<file path="src/rtl/hslp_pkg.sv">
// Shared constants and the compensated-truncation multiply used by every quadrant
// of the approximate multiplier.
package hslp_pkg;

  localparam int Q_LL  = 0;
  localparam int Q_LH  = 1;
  localparam int Q_HL  = 2;
  localparam int Q_HH  = 3;
  localparam int NQ    = 4;
  localparam int MAX_H = 16;

  // Truncation clears the low 'trunc' bits; a nonzero product then gets bit trunc-1
  // set so the average error is re-centred instead of always biased low.
  function automatic logic [2*MAX_H-1:0] trunc_mul(
    input logic [MAX_H-1:0] x,
    input logic [MAX_H-1:0] y,
    input int               trunc,
    input logic             approx
  );
    logic [2*MAX_H-1:0] p;
    p = {{MAX_H{1'b0}}, x} * {{MAX_H{1'b0}}, y};
    if (approx) begin
      for (int i = 0; i < 2*MAX_H; i++) begin
        if (i < trunc) p[i] = 1'b0;
        if ((i == trunc - 1) && (x != '0) && (y != '0)) p[i] = 1'b1;
      end
    end
    return p;
  endfunction

endpackage

</file>
<file path="src/rtl/hslp_quad_mul.sv">
// One half-width quadrant multiplier: exact product, or compensated truncation
// when approx_i is set.
module hslp_quad_mul
  import hslp_pkg::*;
#(
  parameter int H     = 4,
  parameter int TRUNC = 2
) (
  input  logic [H-1:0]   x_i,
  input  logic [H-1:0]   y_i,
  input  logic           approx_i,
  output logic [2*H-1:0] p_o
);

  logic [MAX_H-1:0]   x_w;
  logic [MAX_H-1:0]   y_w;
  logic [2*MAX_H-1:0] full_w;

  assign x_w    = MAX_H'(x_i);
  assign y_w    = MAX_H'(y_i);
  assign full_w = trunc_mul(x_w, y_w, TRUNC, approx_i);
  assign p_o    = (2*H)'(full_w);

endmodule

</file>
<file path="src/rtl/hslp_mul_pipe.sv">
// Three-stage four-quadrant approximate multiplier with a global-stall
// valid/ready pipeline (operands -> sub-products -> summed product).
module hslp_mul_pipe
  import hslp_pkg::*;
#(
  parameter int WIDTH = 8,
  parameter int TRUNC = 2
) (
  input  logic               clk,
  input  logic               rst,
  input  logic               in_valid,
  output logic               in_ready,
  input  logic [WIDTH-1:0]   a,
  input  logic [WIDTH-1:0]   b,
  input  logic [3:0]         approx_mask,
  output logic               out_valid,
  input  logic               out_ready,
  output logic [2*WIDTH-1:0] prod
);

  localparam int H  = WIDTH / 2;
  localparam int PW = 2 * WIDTH;

  logic                     advance;
  logic                     v1_q;
  logic [WIDTH-1:0]         a1_q;
  logic [WIDTH-1:0]         b1_q;
  logic [3:0]               m1_q;
  logic                     v2_q;
  logic [NQ-1:0][2*H-1:0]   sub_d;
  logic [NQ-1:0][2*H-1:0]   sub_q;
  logic                     v3_q;
  logic [PW-1:0]            prod_q;
  logic [PW-1:0]            sum_d;

  assign advance = !v3_q || out_ready;

  genvar gi;
  for (gi = 0; gi < NQ; gi++) begin : g_quad
    logic [H-1:0] x_w;
    logic [H-1:0] y_w;
    assign x_w = (gi == Q_HL || gi == Q_HH) ? a1_q[WIDTH-1:H] : a1_q[H-1:0];
    assign y_w = (gi == Q_LH || gi == Q_HH) ? b1_q[WIDTH-1:H] : b1_q[H-1:0];
    hslp_quad_mul #(.H(H), .TRUNC(TRUNC)) u_quad (
      .x_i      (x_w),
      .y_i      (y_w),
      .approx_i (m1_q[gi]),
      .p_o      (sub_d[gi])
    );
  end

  // The carry out of the 2*WIDTH+1-bit sum is dropped anyway, so modulo 2^PW suffices.
  assign sum_d = PW'(sub_q[Q_LL])
               + ((PW'(sub_q[Q_LH]) + PW'(sub_q[Q_HL])) << H)
               + (PW'(sub_q[Q_HH]) << WIDTH);

  always_ff @(posedge clk) begin
    if (rst) begin
      v1_q   <= 1'b0;
      a1_q   <= '0;
      b1_q   <= '0;
      m1_q   <= '0;
      v2_q   <= 1'b0;
      sub_q  <= '0;
      v3_q   <= 1'b0;
      prod_q <= '0;
    end else if (advance) begin
      v1_q <= in_valid;
      v2_q <= v1_q;
      v3_q <= v2_q;
      if (in_valid) begin
        a1_q <= a;
        b1_q <= b;
        m1_q <= approx_mask;
      end
      if (v1_q) sub_q <= sub_d;
      // Bubbles leave the previous result in place rather than loading stale data.
      if (v2_q) prod_q <= sum_d;
    end
  end

  assign in_ready  = advance;
  assign out_valid = v3_q;
  assign prod      = prod_q;

endmodule

</file>
<file path="config.mk">
export PLATFORM = sky130hd
export DESIGN_NAME = hslp_mul_pipe
export DESIGN_NICKNAME = d
export VERILOG_FILES = /design/src/rtl/hslp_pkg.sv /design/src/rtl/hslp_quad_mul.sv /design/src/rtl/hslp_mul_pipe.sv
export SDC_FILE = /design/constraint.sdc
export NUM_CORES = 1
export LEC_CHECK = 0
export ABC_AREA = 1
export CAP_MARGIN = 0
export CORE_UTILIZATION = 30
export DETAILED_ROUTE_END_ITERATION = 16
export PLACE_DENSITY = 0.44
export SETUP_SLACK_MARGIN = 0.3
export SLEW_MARGIN = 20
export SYNTH_ARGS = -nofsm -noshare
export SYNTH_HDL_FRONTEND = slang
export SYNTH_SLANG_ARGS = --single-unit
</file>
<file path="constraint.sdc">
create_clock -name clk -period 3.5 [get_ports clk]
set_input_delay 0.7 -clock clk [delete_from_list [all_inputs] [get_ports clk]]
set_output_delay 0.7 -clock clk [all_outputs]
set_load 0.05 [all_outputs]
</file>
==> qor.txt <==
root buffer cell: clkbuf_16
Design Area, Final: 6311 um^2
DR vias: 4747
critical path arrival: 3.29 ns
Crit path max-delay family: adder cells
post-synthesis cell type count: 35
Tightest Pin Transition: 0.6100 ns
CP max stage delay: 0.55 ns
starting DRC count in detailed routing: 185
relative slew slack: 59.19%
FF+latch area: 1429 um^2
die width: 137.1 um
Worst Clk Skew: 0.006799 ns
worst ir drop on vdd: 231.6 uV
Reg clk slew, reported paths: 0.06 ns
YS warnings: 0
Hold Path Class: flip-flop to flip-flop
share of layout cells above drive strength 1: 6.281%
CP Max Fanout: 9
clock network fraction of total power: 39.6%
setup bufs post-CTS: 0
critical path endpoint category: flip-flop
Core ar.: 17900 um^2
CTS tree: yes
I/O pin count: 42
crit path launch: a1_q[5]
fmax: 0.3309 GHz
Sequential Power Share: 39.4%
fin crit share: 86.33%
Worst Reg-to-Reg Cells: 12
total clock sinks: 71
Comb pwr share: 20.9%
die area: 18810 um^2
crit-path cells: nand2_1 -> fa_1 -> inv_1 -> fa_1 -> inv_1 -> fa_1 -> inv_1 -> nand2_1 -> a21oi_1 -> nor2_1 -> or2_2 -> a31oi_1
Total GRT Usage: 16.57%
Internal: 0.001623 W
Hold Buf Count CTS: 0
R2R Path End: sub_q[30]
worst skew pair latency: 0.34 ns
GR Overflow Total: 0
crit start category: flip-flop
CTS Buf Count: 9
Syn Area/Cell: 7.125 um^2
vias in the first global route: 4663
max_cap viols: 0
Avg WL per Cell: 14.02 um
# fillers: 1965
area delta synth->final: 15.19%
slowest CP cell: fa_1
largest net degree at the start of global routing: 52
FP Rows: 49
DRT antenna net count: 0
Pwr Density: 373.7 nW/um^2
Data required, critical path: 3.77 ns
switching share of power: 31.17%
Mapped Cells: 769
post-synthesis register bit count: 71
Setup WS post-layout: 0.4784 ns
Seq/Total Area, Yosys: 25.94%
H-tree level count: 3
area of the multi-input gates: 3284 um^2
RSZ-0062 raised after global routing: yes
height of the die: 137.1 um
Synth Flop Type: dfxtp_1
antenna violations before repair: 0
worst slack, placed: 0.4402 ns
Leakage: 3.400 nW
status: complete, no violations
Pins Over Slew Limit: 0
Final nets: 900
Post-DP HPWL: 11330 um
# diodes: 0
Syn Std Cell Area: 5479 um^2
global-route wire length before repair: 23320 um
drt drc: 0
ys async rst share: 0%
Total Wirelength: 14370 um
CP Class: flip-flop to flip-flop
GP Congestion: 0.8364
number of synthesized flops with an enable pin: 0
largest cells by area after synthesis: dfxtp_1 26%, ha_1 15%, inv_1 9.9%
CTS max path bufs: 2
Vias/cell: 4.631
sum of buffers and inverters on the critical path: 3
IO buf count: 41
dpl cell area: 6011 um^2
Synthesized Nets: 878
most common cell in the synthesized netlist: inv_1
area leader, netlist: dfxtp_1
CP Depth: 12
Period minus WS final: 3.022 ns
final hold viol count: 0
TritonRoute pass-1 iters: 4
flop2flop setup slack: 0.48 ns
leading cell types by count after synthesis: 145 x inv_1, 138 x nand2_1, 71 x dfxtp_1
Yosys top cell area share: 25.94%
reg2reg start: a1_q[5]
Final setup viols: 0
Critical Path End: sub_q[30]
setup TNS: 0 ns
Initial Util: 30.61%
P_sw: 0.0007351 W
flip-flops by register name, indices dropped and copies added, names as in the netlist:
register / count
a1_q: 8
b1_q: 8
m1_q: 4
out_valid: 1
prod: 16
sub_q: 32
v1_q: 1
v2_q: 1
layout by cell type (no fill, tap or decap), types with 6 or more instances in the layout:
cell type,count
dfxtp_1,65
a21oi_1,61
nand2_1,138
o21ai_0,41
inv_1,145
nor2_1,69
fa_1,18
nand4_1,15
dfxtp_2,6
xor2_1,8
clkdlybuf4s50_1,41
clkbuf_16,9
ha_1,67
nand3_1,31
xnor2_1,6
a31oi_1,9
o21ai_1,17
worst min path at each step:
stage | startpoint | to | slack (ns) | depth (start not counted)
floorplan | sub_q[0] | prod[0] | 0.43 | 2
finish | sub_q[0] | prod[0] | 0.46 | 2
global route | sub_q[0] | prod[0] | 0.49 | 2
detailed placement | sub_q[0] | prod[0] | 0.45 | 2
global placement | sub_q[0] | prod[0] | 0.45 | 2
CTS | sub_q[0] | prod[0] | 0.46 | 2
power groups by stage:
stage / clock network, W / registers [W] / logic, W
global route: 0.000994 / 0.000940 / 0.000564
CTS: 0.000966 / 0.000929 / 0.000504
global placement: 0 / 0.000944 / 0.000501
finish: 0.000935 / 0.000930 / 0.000493
detailed placement: 0 / 0.000947 / 0.000500
floorplan: 0 / 0.000940 / 0.000347
tightest hold or removal path: stages (launching register included):
cell	delay, ns
dfxtp_1	0.29
inv_1	0.06
a21oi_1	0.05
cell type report:
cell class,count,area share [%]
multi-input cells,513,52.04
clock buffers,13,3.965
inverters,150,9.040
clock inverters,3,0.6741
repair buffers,46,7.098
flip-flops and latches,71,22.64
well taps,229,4.540
logic make-up (layout without fill, tap and decap cells):
group / Yosys count / in the layout / share of synthesized area, %
AOI/OAI and AO/OA: 141 / 141 / 14.09
xor gates and xnor gates: 14 / 14 / 2.238
adders and majority gates: 85 / 85 / 21.88
DFF: 71 / 71 / 25.94
and+or+nand+nor: 273 / 273 / 21.74
buffers and inverters: 185 / 212 / 14.11
through the flow:
step	cells	util, %	hold slack (ns)	power [W]
2_1_floorplan	769	-	0.4297	0.001287
3_3_place_gp	1009	33.58	0.4477	0.001445
3_5_place_dp	1009	33.58	0.4536	0.001447
4_1_cts	1025	35.21	0.4627	0.002399
5_1_grt	1025	35.25	0.4908	0.002497
6_report	1025	35.25	0.4570	0.002358
per-layer routing:
layer,track usage [%],share of wire [%],up-vias
met4,6.654,2.3,0
met1,21.67,49,2173
met3,2.741,2.8,17
li1,-,-,2479
met2,26.96,46,78
met5,0,0,-
repair_timing:
action,CTS,global route
resized for setup,0,6
hold endpoints to repair,0,0
setup endpoints to repair,0,4
Note: power is estimated with default switching activity, not from simulation.
==> patch (config.mk and constraints unchanged) <==
Make the reset (`rst`) asynchronous in one clocked block.
--- a/src/rtl/hslp_mul_pipe.sv
+++ b/src/rtl/hslp_mul_pipe.sv
@@ -55,5 +55,5 @@
                + (PW'(sub_q[Q_HH]) << WIDTH);
 
-  always_ff @(posedge clk) begin
+  always_ff @(posedge clk or posedge rst) begin
     if (rst) begin
       v1_q   <= 1'b0;
Behaviour: not the same (Yosys sat finds a counterexample within 4 cycles, from zero or initial values and one cycle with rst high; the reset may be asserted at any time).
==> patch against the original RTL <==
Synthesized cell count fell by 9.4%; synthesized area is 0.46% higher; count of clock-buffer cells in the layout is 1 lower; via count fell by 10%; setup slack gained 0.042 ns; wire length shrank 12%; sequential cell count unchanged; design area up 1.1%; global-route usage is 1.6 points lower; utilization rose by 0.27 points; critical path type unchanged; highest routed layer unchanged.
Power is not compared: it rests on default switching activity, and its combinational part moved more than twofold at a synthesized area within 25%.
==> patch: results (changes against the original RTL) <==
Parameter                              Value

Layout
  Fraction of final layout cells sized beyond drive strength 1    3.70% (-2.6 points)
  Register with the highest flop count    sub_q
  Count of fill cells added during filler insertion    1,905 (-3.1%)
  Final layout net count    833 (-7.4%)
  Largest register FFs    32 (unchanged)

Synthesis
  Register area share after synthesis    32.3% (+6.3 points)
  Synthesis warning total    0 (unchanged)
  Net count of the mapped netlist    806 (-8.2%)
  List of most frequent post-synthesis cells    sky130_fd_sc_hd__nand2_1 (206), sky130_fd_sc_hd__inv_1 (120), sky130_fd_sc_hd__dfrtp_1 (71), sky130_fd_sc_hd__ha_1 (67), sky130_fd_sc_hd__nand3_1 (33)
  Gate count after technology mapping    697 (-9.4%)
  Synthesized-area fraction occupied by adder cells    21.8% (-0.099 points)
  Complex-gate fraction of the synthesized area    7.30% (-6.8 points)
  Distinct cells, synth    29 (-17%)
  Synth Area in XOR/XNOR    3.98% (+1.7 points)
  Share of cell area taken by muxes after synthesis    2.66% (+2.7 points)
  Top post-synthesis cells by area    sky130_fd_sc_hd__dfrtp_1 (32%), sky130_fd_sc_hd__ha_1 (15%), sky130_fd_sc_hd__nand2_1 (14%)
  Share of async-settable or async-resettable flops after synthesis    100% (+100 points)

Routing
  DRT iter0 DRCs    153 (-17%)
  Total length of routed met3 wires    383 µm (-3.5%)
  Via-per-instance ratio    4.45 (-3.9%)
  Top routing layer in use    met4
  Number of optimization iterations in the first detailed-route pass    4 (unchanged)
  Routed via count    4,262 (-10%)
  Routed WL    12,600 µm (-12%)
  Wl on met1    6490 µm (-7.4%)
  Detailed-routed wire length on met2    5550 µm (-16%)

Clock tree
  Maximum level of the CTS H-tree    3 (unchanged)
  Number of buffers created by CTS    9 (unchanged)
  Clock root buffer    sky130_fd_sc_hd__clkbuf_16
  Clock Latency Late Sink    0.34 ns (about the same)
  Cells resized by post-CTS repair    0 (unchanged)
  Buffer depth of the longest clock path    2 (unchanged)
  Number of post-CTS setup repair buffers    0 (unchanged)

Global route
  Global routing usage on met1    20.1% (-1.6 points)
  Largest net degree at the start of global routing    72 (+38%)
  Met3 Usage GRT    3.05% (+0.31 points)
  Gr usage total    14.9% (-1.6 points)
  GR met2 Demand/Resource    23.8% (-3.1 points)
  Aggregate global routing overflow    0 (unchanged)
  Wire length of the first global-routing pass    21,500 µm (-7.9%)

Worst setup path
  Delay of the slowest cell on the worst path    0.57 ns (+0.02 ns)
  Master of the slowest instance on the critical path    sky130_fd_sc_hd__fa_1
  Largest driver fanout on the critical path    10 (+1)
  CP delay by family, top    adder cells
  Data arrival time at the worst-slack endpoint    3.18 ns (-0.11 ns)

Placement
  Placed Instances    942 (-6.6%)
  DPL Wire Length    9660 µm (-15%)
  Worst slack, placed    0.471 ns (+0.0303 ns)
  Gpl congestion    0.823 (-1.7%)
  Area post-placement    6080 µm² (+1.2%)

Min path
  Path type of the worst min-delay path    flop to flop

STA
  Final setup skew    0.00564 ns (-0.00116 ns)
  Headroom to the max-slew limit    58.5% (-0.73 points)

Outcome
  Status    finished clean

Power
  Power Sequential    0.00148 W
[patch: cell count changes after synthesis, moves of 6 or more]
cell | unedited run | this run
sky130_fd_sc_hd__mux2_1 | 0 | 9
sky130_fd_sc_hd__clkbuf_1 | 13 | 0
sky130_fd_sc_hd__a21oi_1 | 61 | 28
sky130_fd_sc_hd__dfxtp_1 | 71 | 0
sky130_fd_sc_hd__nand4_1 | 15 | 9
sky130_fd_sc_hd__o21ai_1 | 17 | 0
sky130_fd_sc_hd__inv_1 | 145 | 120
sky130_fd_sc_hd__dfrtp_1 | 0 | 71
sky130_fd_sc_hd__buf_2 | 12 | 25
sky130_fd_sc_hd__o21ai_0 | 41 | 31
sky130_fd_sc_hd__nand2_1 | 138 | 206
sky130_fd_sc_hd__nor2_1 | 69 | 28
sky130_fd_sc_hd__xnor2_1 | 6 | 12
[patch: path summary, 6_finish.rpt]
kind                            slack, ns                     to  depth (start not counted)                 start
worst max-delay path                 0.52   sub_q[6]$_DFFE_PP0P_                          9   a1_q[0]$_DFFE_PP0P_
worst max register to register       0.52   sub_q[6]$_DFFE_PP0P_                          9   a1_q[0]$_DFFE_PP0P_
min in group asynchronous            0.76    prod[1]$_DFFE_PP0P_                          3                   rst
max in group asynchronous            2.41  sub_q[16]$_DFFE_PP0P_                          3                   rst
worst min register to register       0.48   prod[11]$_DFFE_PP0P_                          2  prod[11]$_DFFE_PP0P_
worst min-delay path                 0.48   prod[11]$_DFFE_PP0P_                          2  prod[11]$_DFFE_PP0P_
[patch: area by class of cell]
class	instances	area (µm²)	share of cell area, %
flip-flops and latches	71	1780	27.8
clock inverters	4	53.8	0.843
clock buffers	12	246	3.86
repair buffers	44	445	6.98
multi-input cells	477	3120	48.9
well taps	229	287	4.49
inverters	121	454	7.12
